### src/rtl/darkio_arb_pkg.sv
// -----------------------------------------------------------------------------
// darkio_arb_pkg
// Shared definitions for the two-master darkio X-bus arbiter.
//   state_e          : arbiter state encoding (ST_IDLE=0, ST_BUSY=1)
//   DARKIO_ERR_DATA  : read data the debug master substitutes when MERR is set
//   pick32 / pick4   : select master i's field out of a packed per-master bus
// -----------------------------------------------------------------------------
package darkio_arb_pkg;

  typedef enum logic {
    ST_IDLE = 1'b0,
    ST_BUSY = 1'b1
  } state_e;

  localparam logic [31:0] DARKIO_ERR_DATA = 32'hFFFF_FFFF;

  // Master i owns bits [32i+31:32i] of a 64-bit packed bus.
  function automatic logic [31:0] pick32(input logic [63:0] v, input logic sel);
    return sel ? v[63:32] : v[31:0];
  endfunction

  // Master i owns bits [4i+3:4i] of an 8-bit packed bus.
  function automatic logic [3:0] pick4(input logic [7:0] v, input logic sel);
    return sel ? v[7:4] : v[3:0];
  endfunction

endpackage

### src/rtl/darkio_arb_rr.sv
// -----------------------------------------------------------------------------
// darkio_arb_rr
// Two-way round-robin picker.
//   req_i  [1:0] : request vector, bit i = master i
//   last_i       : master that was granted most recently
//   sel_o        : master to grant; the sole requester, or the one that did
//                  not go last when both request
// Only meaningful when req_i != 0; the caller qualifies with |req_i.
// -----------------------------------------------------------------------------
module darkio_arb_rr (
  input  logic [1:0] req_i,
  input  logic       last_i,
  output logic       sel_o
);

  always_comb begin
    if (req_i == 2'b11) begin
      sel_o = ~last_i;
    end else begin
      sel_o = req_i[1];
    end
  end

endmodule

### src/rtl/darkio_arb.sv
// -----------------------------------------------------------------------------
// darkio_arb
// Round-robin arbiter sharing one darkio X-bus between master 0 (core data
// port) and master 1 (debug/DMA engine). One transaction at a time, one IDLE
// cycle between transactions, optional per-transaction watchdog.
//
// Ports
//   CLK, RES            clock, synchronous active-high reset
//   HLT                 blocks new grants (a running transaction finishes)
//   MDREQ/MWR/MRD [1:0] per-master request and strobes
//   MBE [7:0]           per-master byte enables, [4i+3:4i]
//   MADDR/MATAI [63:0]  per-master address / write data, [32i+31:32i]
//   MATAO [31:0]        read data, straight from darkio
//   MDACK/MERR [1:0]    per-master acknowledge / error (error valid with ack)
//   XDREQ/XWR/XRD/XBE/XADDR/XATAI  to darkio (all zero outside BUSY)
//   XATAO, XDACK        from darkio
//   GNT [1:0]           one-hot current grant (debug)
//
// Parameters
//   TMO_CYCLES  BUSY cycles without XDACK before an error completion; 0 = off
//   TMO_BITS    watchdog counter width, must hold TMO_CYCLES
// -----------------------------------------------------------------------------
module darkio_arb
  import darkio_arb_pkg::*;
#(
  parameter int TMO_CYCLES = 255,
  parameter int TMO_BITS   = 8
) (
  input  logic        CLK,
  input  logic        RES,
  input  logic        HLT,
  input  logic [1:0]  MDREQ,
  input  logic [1:0]  MWR,
  input  logic [1:0]  MRD,
  input  logic [7:0]  MBE,
  input  logic [63:0] MADDR,
  input  logic [63:0] MATAI,
  output logic [31:0] MATAO,
  output logic [1:0]  MDACK,
  output logic [1:0]  MERR,
  output logic        XDREQ,
  output logic        XWR,
  output logic        XRD,
  output logic [3:0]  XBE,
  output logic [31:0] XADDR,
  output logic [31:0] XATAI,
  input  logic [31:0] XATAO,
  input  logic        XDACK,
  output logic [1:0]  GNT
);

  localparam bit                  TMO_EN   = (TMO_CYCLES != 0);
  localparam logic [TMO_BITS-1:0] TMO_LAST =
    TMO_BITS'((TMO_CYCLES == 0) ? 0 : TMO_CYCLES - 1);

  state_e              state_q, state_d;
  logic                gsel_q,  gsel_d;
  logic                last_q,  last_d;
  logic [TMO_BITS-1:0] tmo_q,   tmo_d;

  logic rr_sel;
  logic req_g;
  logic timeout;

  darkio_arb_rr u_rr (
    .req_i  (MDREQ),
    .last_i (last_q),
    .sel_o  (rr_sel)
  );

  // Read data is never muxed: a master only looks at it under its own MDACK.
  assign MATAO = XATAO;

  // NOTE: state registers use non-blocking assignments so every flop samples
  // the values from before this edge, regardless of process ordering.
  always_ff @(posedge CLK) begin
    if (RES) begin
      state_q <= ST_IDLE;
      gsel_q  <= 1'b0;
      last_q  <= 1'b1;   // master 0 wins the first contest after reset
      tmo_q   <= '0;
    end else begin
      state_q <= state_d;
      gsel_q  <= gsel_d;
      last_q  <= last_d;
      tmo_q   <= tmo_d;
    end
  end

  assign req_g   = MDREQ[gsel_q];
  // An XDACK in the expiry cycle wins: that transaction completes normally.
  // A dropped request is an abort, not a timeout.
  assign timeout = TMO_EN && (state_q == ST_BUSY) && (tmo_q == TMO_LAST)
                   && !XDACK && req_g;

  // NOTE: every output of this block gets a default first, so no path through
  // the case leaves a signal unassigned and no latch is inferred.
  always_comb begin
    state_d = state_q;
    gsel_d  = gsel_q;
    last_d  = last_q;
    tmo_d   = tmo_q;
    GNT     = 2'b00;
    MDACK   = 2'b00;
    MERR    = 2'b00;
    XDREQ   = 1'b0;
    XWR     = 1'b0;
    XRD     = 1'b0;
    XBE     = 4'h0;
    XADDR   = 32'h0;
    XATAI   = 32'h0;

    unique case (state_q)
      ST_IDLE: begin
        tmo_d = '0;
        if (!HLT && (MDREQ != 2'b00)) begin
          state_d = ST_BUSY;
          gsel_d  = rr_sel;
        end
      end

      ST_BUSY: begin
        GNT[gsel_q]   = 1'b1;
        XDREQ         = req_g && !timeout;
        XWR           = MWR[gsel_q];
        XRD           = MRD[gsel_q];
        XBE           = pick4(MBE, gsel_q);
        XADDR         = pick32(MADDR, gsel_q);
        XATAI         = pick32(MATAI, gsel_q);
        MDACK[gsel_q] = XDACK || timeout;
        MERR[gsel_q]  = timeout;

        if (XDACK || timeout || !req_g) begin
          state_d = ST_IDLE;
          last_d  = gsel_q;
        end else begin
          tmo_d = tmo_q + 1'b1;
        end
      end

      default: state_d = ST_IDLE;
    endcase

    // Outputs are held quiet during reset so a transaction cut off by RES
    // never produces an acknowledge or a strobe to darkio.
    if (RES) begin
      GNT   = 2'b00;
      MDACK = 2'b00;
      MERR  = 2'b00;
      XDREQ = 1'b0;
      XWR   = 1'b0;
      XRD   = 1'b0;
      XBE   = 4'h0;
      XADDR = 32'h0;
      XATAI = 32'h0;
    end
  end

endmodule
### config.mk
export PLATFORM = sky130hd
export DESIGN_NAME = darkio_arb
export DESIGN_NICKNAME = d
export VERILOG_FILES = /design/src/rtl/darkio_arb_pkg.sv /design/src/rtl/darkio_arb_rr.sv /design/src/rtl/darkio_arb.sv
export SDC_FILE = /design/constraint.sdc
export NUM_CORES = 1
export LEC_CHECK = 0
export CAP_MARGIN = 15
export CORE_AREA = 4 4 110 112
export DETAILED_ROUTE_END_ITERATION = 12
export DIE_AREA = 0 0 114 116
export PLACE_DENSITY = 0.71
export REMOVE_ABC_BUFFERS = 1
export SLEW_MARGIN = 20
export SYNTH_ARGS = -nofsm -noshare
export SYNTH_HDL_FRONTEND = slang
export SYNTH_SLANG_ARGS = --single-unit
### constraint.sdc
create_clock -name CLK -period 3.1 [get_ports CLK]
set_clock_uncertainty 0.2 [all_clocks]
set_input_delay 0.62 -clock CLK [delete_from_list [all_inputs] [get_ports CLK]]
set_output_delay 0.62 -clock CLK [all_outputs]
set_load 0.05 [all_outputs]
After elaboration in Yosys (flattened, before gate mapping). Cells that the tools add are included.

Multiply operators: 0. Muxes and demuxes: 35. Reductions and logical operators: 15. Equal/unequal tests: 3. Shift operators: 0. Order comparisons: 2. Div/mod/pow operators: 0. $add $sub $neg: 1. Bitwise operators: 4.

Operators by type and width (count): 32-bit 2-to-1 mux (6); 1-bit 2-to-1 mux (16); 8-bit one-hot mux with 2 select lines (1); 2-bit 2-to-1 mux (6); 4-bit 2-to-1 mux (3); 8-bit by 1-bit adder with 8-bit output, second input constant (1); 8-bit equality test, second input constant (1); 8-bit 2-to-1 mux (1); 1-bit logical AND (6); 2-bit bitwise AND (2); 1-bit zero test (4); 2-bit AND reduction (2); 2-bit equality test, second input constant (1); 1-bit logical OR (2); 1-bit by 2-bit < comparator with 1-bit output, second input constant (1); 2-bit != test, second input constant (1); 1-bit inverter (2); 1-bit one-hot mux with 2 select lines (1); 2-bit nonzero test (1); 1-bit demux with 1-bit select (1); 1-bit greater-or-equal comparator, second input constant (1).

Memories kept: 0. Logic and storage cells: 64. Register bits after elaboration: 11. Output and inout port bits: 109. Input port bits: 178. Memory bits (read-only): 0. Latch bits: 0. Memory bits (writable): 0.

Longest topological paths before layout.
Depth in word-level cells: 8. Depth in mapped cells: 7. Depth with buffers taken out: 6.

Cells and area by module. A second synthesis with hierarchy kept.

Cells, all modules: 261. Area, all modules: 1890.6 sq um.

Modules (own cells, without submodules): darkio_arb (seq. area each 220.2 sq um, instances 1, area each 1879.3 sq um, cells each 260); darkio_arb_rr (seq. area each 0.0 sq um, instances 1, area each 11.3 sq um, cells each 1).

Worst setup path before layout. No wires, ideal clock.

Path type: input to output. Start: input RES. End: output XDREQ. Arrival time: 2.206 ns. Cell stages on the path: 4. Slack: 0.074 ns. Path through: nand2b_1 -> clkbuf_1 -> clkbuf_1 -> nor3_1.

Longest elaborated chain between the ends: 1.

Ends and longest elaborated chain: start, declared (RTL line darkio_arb.sv:30) `input logic RES,`; 1-bit 2-to-1 mux (RTL line darkio_arb.sv:146) `if (RES) begin`; end, declared (RTL line darkio_arb.sv:41) `output logic XDREQ,`.

Every way passes these cells.

Final worst setup path.
Start: input RES. End: output MDACK[1].

Longest elaborated chain between the ends: 1.

Ends and longest elaborated chain: 2-bit 2-to-1 mux (RTL line darkio_arb.sv:146); end, declared (RTL line darkio_arb.sv:39) `output logic [1:0] MDACK,`.

Every way passes these cells.

==> flow_summary.yaml <==
status:
  status: "completed"
timing:
  finalSetupTns_ps: 0
  final.setup.worst_slack_ps: 213
  hold_violations: 0
  period_share_pct: 93.1
  rsz0062_at_grt: "no"
  setup_viol: 0
  maxSlewViolCount: 0
  fmax_ghz: 0.346
  period_needed_ps: 2890
  max_slew_margin_pct: 64.9
  tightestPinTransition_ps: 526
clocking:
  tritoncts: "done"
  clock_tree.buffer_depth: 2
  clk_pin_slew_ps: 40
  hold_buffers: 0
  postCtsSetupBuffers: 0
  worstSkewPairLatency_ps: 240
  numClockSinks: 11
  htreeDepth: 1
  cts_made_buffers: 3
  cts_root_buf: "clkbuf_16"
  ctsResizeCount: 0
critical_path:
  cpMostUsedCell: "nor2b_1"
  cp.arrival_ps: 2070
  crit_required_ps: 2280
  crit_fanout: 4
  crit_path_end_kind: "output port"
  crit_path_top_delay_cell: "clkdlybuf4s50_1"
  cpPeakStageDelay_ps: 420
  crit_chain: "clkdlybuf4s50_1, buf_4, nor2b_1, and2_1, nor2b_1, buf_12"
  ff2ff_setup_slack_ps: 930
  cp-start-kind: "input port"
  critPathKind: "input port to output port"
drt:
  wl_um: 10600
  wl_per_cell_um: 17.9
  ant_nets: 0
  routed_via_density: 4.34
  vias: 2564
  firstDrtPassIters: 4
  drc: 0
  initialDrtViolationCount: 92
global_routing:
  grt_max_degree: 46
  use_met1_pct: 14.4
  grt.busiest_layer: "met2"
  grt_overflow_total: 0
  grt_pass1_vias: 2779
  grt_use_total_pct: 14.8
  grt_util_met3_pct: 9.56
  grt_pass1_wl_um: 15100
  antenna_found_initial: 0
  use_met2_pct: 25.9
cells_and_area:
  nFillCells: 1060
  nets: 629
  drive_gt1_share_pct: 21.0
  area_growth_pct: 160
  antenna_cells: 0
power:
  swShare_pct: 31.7
  p_seq_share_pct: 15.9
  leakage_nw: 1.78
  clkPwrFrac_pct: 25.5
  ir_worst_vdd_v: 0.000124
  p_comb_share_pct: 58.6
  p_sw_mw: 0.298
  cell_internal_pwr_mw: 0.640
  p_per_area_nw_per_um2: 190
worst_hold_path:
  hp-class: "flip-flop to flip-flop"
floorplanning:
  dieArea_um2: 13200
  die_x_um: 114
  die_y_um: 116
  ios: 287
  initial_utilization_pct: 16.9
  core_area_um2: 11200
  num_rows: 39
logic_synthesis:
  synth_ff_type: "dfxtp_1"
  synth-edff-count: 0
  ys_seq_area_share_pct: 11.6
  avgSynthCellArea_um2: 7.19
  netlist_area_um2: 1900
  async_flop_share_pct: 0
  synth.distinct_cells: 31
  synth-seq-cells: 11
  yosys_warnings: 0
  syn_inst: 264
placed_design:
  io_buffers: 222
  place_congestion: 0.823
  place_hpwl_um: 9400
  place_ws_ps: 75.0
job:
  drv_cap: 0
==> synth_stat cells, types with 3 or more instances <==
| cell | n | share of area [%] |
|---|---|---|
| nor3_1 | 4 | 1.1 |
| o31ai_1 | 3 | 1.2 |
| dfxtp_1 | 11 | 12 |
| clkbuf_1 | 11 | 2.2 |
| a21oi_1 | 6 | 1.6 |
| mux2i_1 | 72 | 38 |
| nand2_1 | 5 | 0.99 |
| or4_1 | 3 | 1.2 |
| nand4_1 | 3 | 0.99 |
| buf_4 | 32 | 13 |
| nor2_1 | 78 | 15 |
| and2_1 | 3 | 0.99 |
| buf_2 | 6 | 1.6 |
==> routing by layer <==
layer  vias to the layer above  wire length, um
met1                      1145             3330
met3                        21             1550
li1                       1235                -
met2                       161             5380
met4                         2              218
met5                         -               92
==> kinds of logic after synthesis <==
| kind of cell | share of synthesized area, % |
|---|---|
| mux | 38.0 |
| flops | 11.6 |
| xor+xnor | 0.462 |
| simple gates | 24.5 |
| buf+inv | 18.2 |
| fa+ha+maj | 1.32 |
| compound gates | 5.93 |
==> registers in the layout, indices dropped and copies added (netlist names) <==
register	cells
tmo_q	8
state_q	1
last_q	1
gsel_q	1
==> worst paths after layout <==
check | from | end | depth (start not counted)
worst max register to register | tmo_q[0] | tmo_q[7] | 6
worst min-delay path | tmo_q[5] | tmo_q[5] | 2
worst max-delay path | RES | MDACK[1] | 6
worst min register to register | tmo_q[5] | tmo_q[5] | 2
==> power by group through the flow <==
stage	sequential [mW]	combinational (mW)	clock (mW)
after floorplan	0.169	0.200	0
after global placement	0.151	0.543	0
after detailed placement	0.152	0.553	0
after CTS	0.149	0.554	0.240
after global routing	0.149	0.578	0.250
final	0.149	0.550	0.239
==> final cells by class <==
| class | count | area (um^2) | share of cell area [%] |
|---|---|---|---|
| multi-input cells | 199 | 1340 | 27.2 |
| clock buffers | 4 | 78.8 | 1.60 |
| flip-flops and latches | 11 | 224 | 4.54 |
| well taps | 143 | 179 | 3.62 |
| inverters | 2 | 7.51 | 0.152 |
| repair buffers | 232 | 3110 | 62.9 |
==> worst max-delay path, delay by kind of cell <==
kind / cells / cell delay, ps
simple gates: 3 / 700
buf+inv: 3 / 750
==> through the flow <==
stage               cell area [um^2]  instances  util (%)  hold slack [ps]  power [mW]
floorplan                       1560        212         -              261       0.369
global placement                4850        587      43.2              276       0.694
finish                          4940        591      44.0              309       0.938
detailed placement              4850        587      43.2              290       0.704
global route                    4940        591      44.0              328       0.978
CTS                             4930        591      43.9              297       0.943
==> placed cells by master, fill, tap and decap left out, types with 2 or more instances in the layout <==
cell type / count
nor3_1: 4
ha_1: 2
mux2i_1: 72
and2_1: 3
nand4_1: 3
nor2_1: 78
inv_1: 2
o21ai_0: 2
o31ai_1: 3
a21oi_1: 6
buf_12: 80
clkbuf_16: 3
a211oi_1: 2
clkdlybuf4s50_1: 145
buf_4: 7
nand2_1: 5
nor2b_1: 2
or3_1: 2
nand3_1: 2
dfxtp_1: 10
or4_1: 3
No activity file was read; power rests on OpenSTA's default activity.
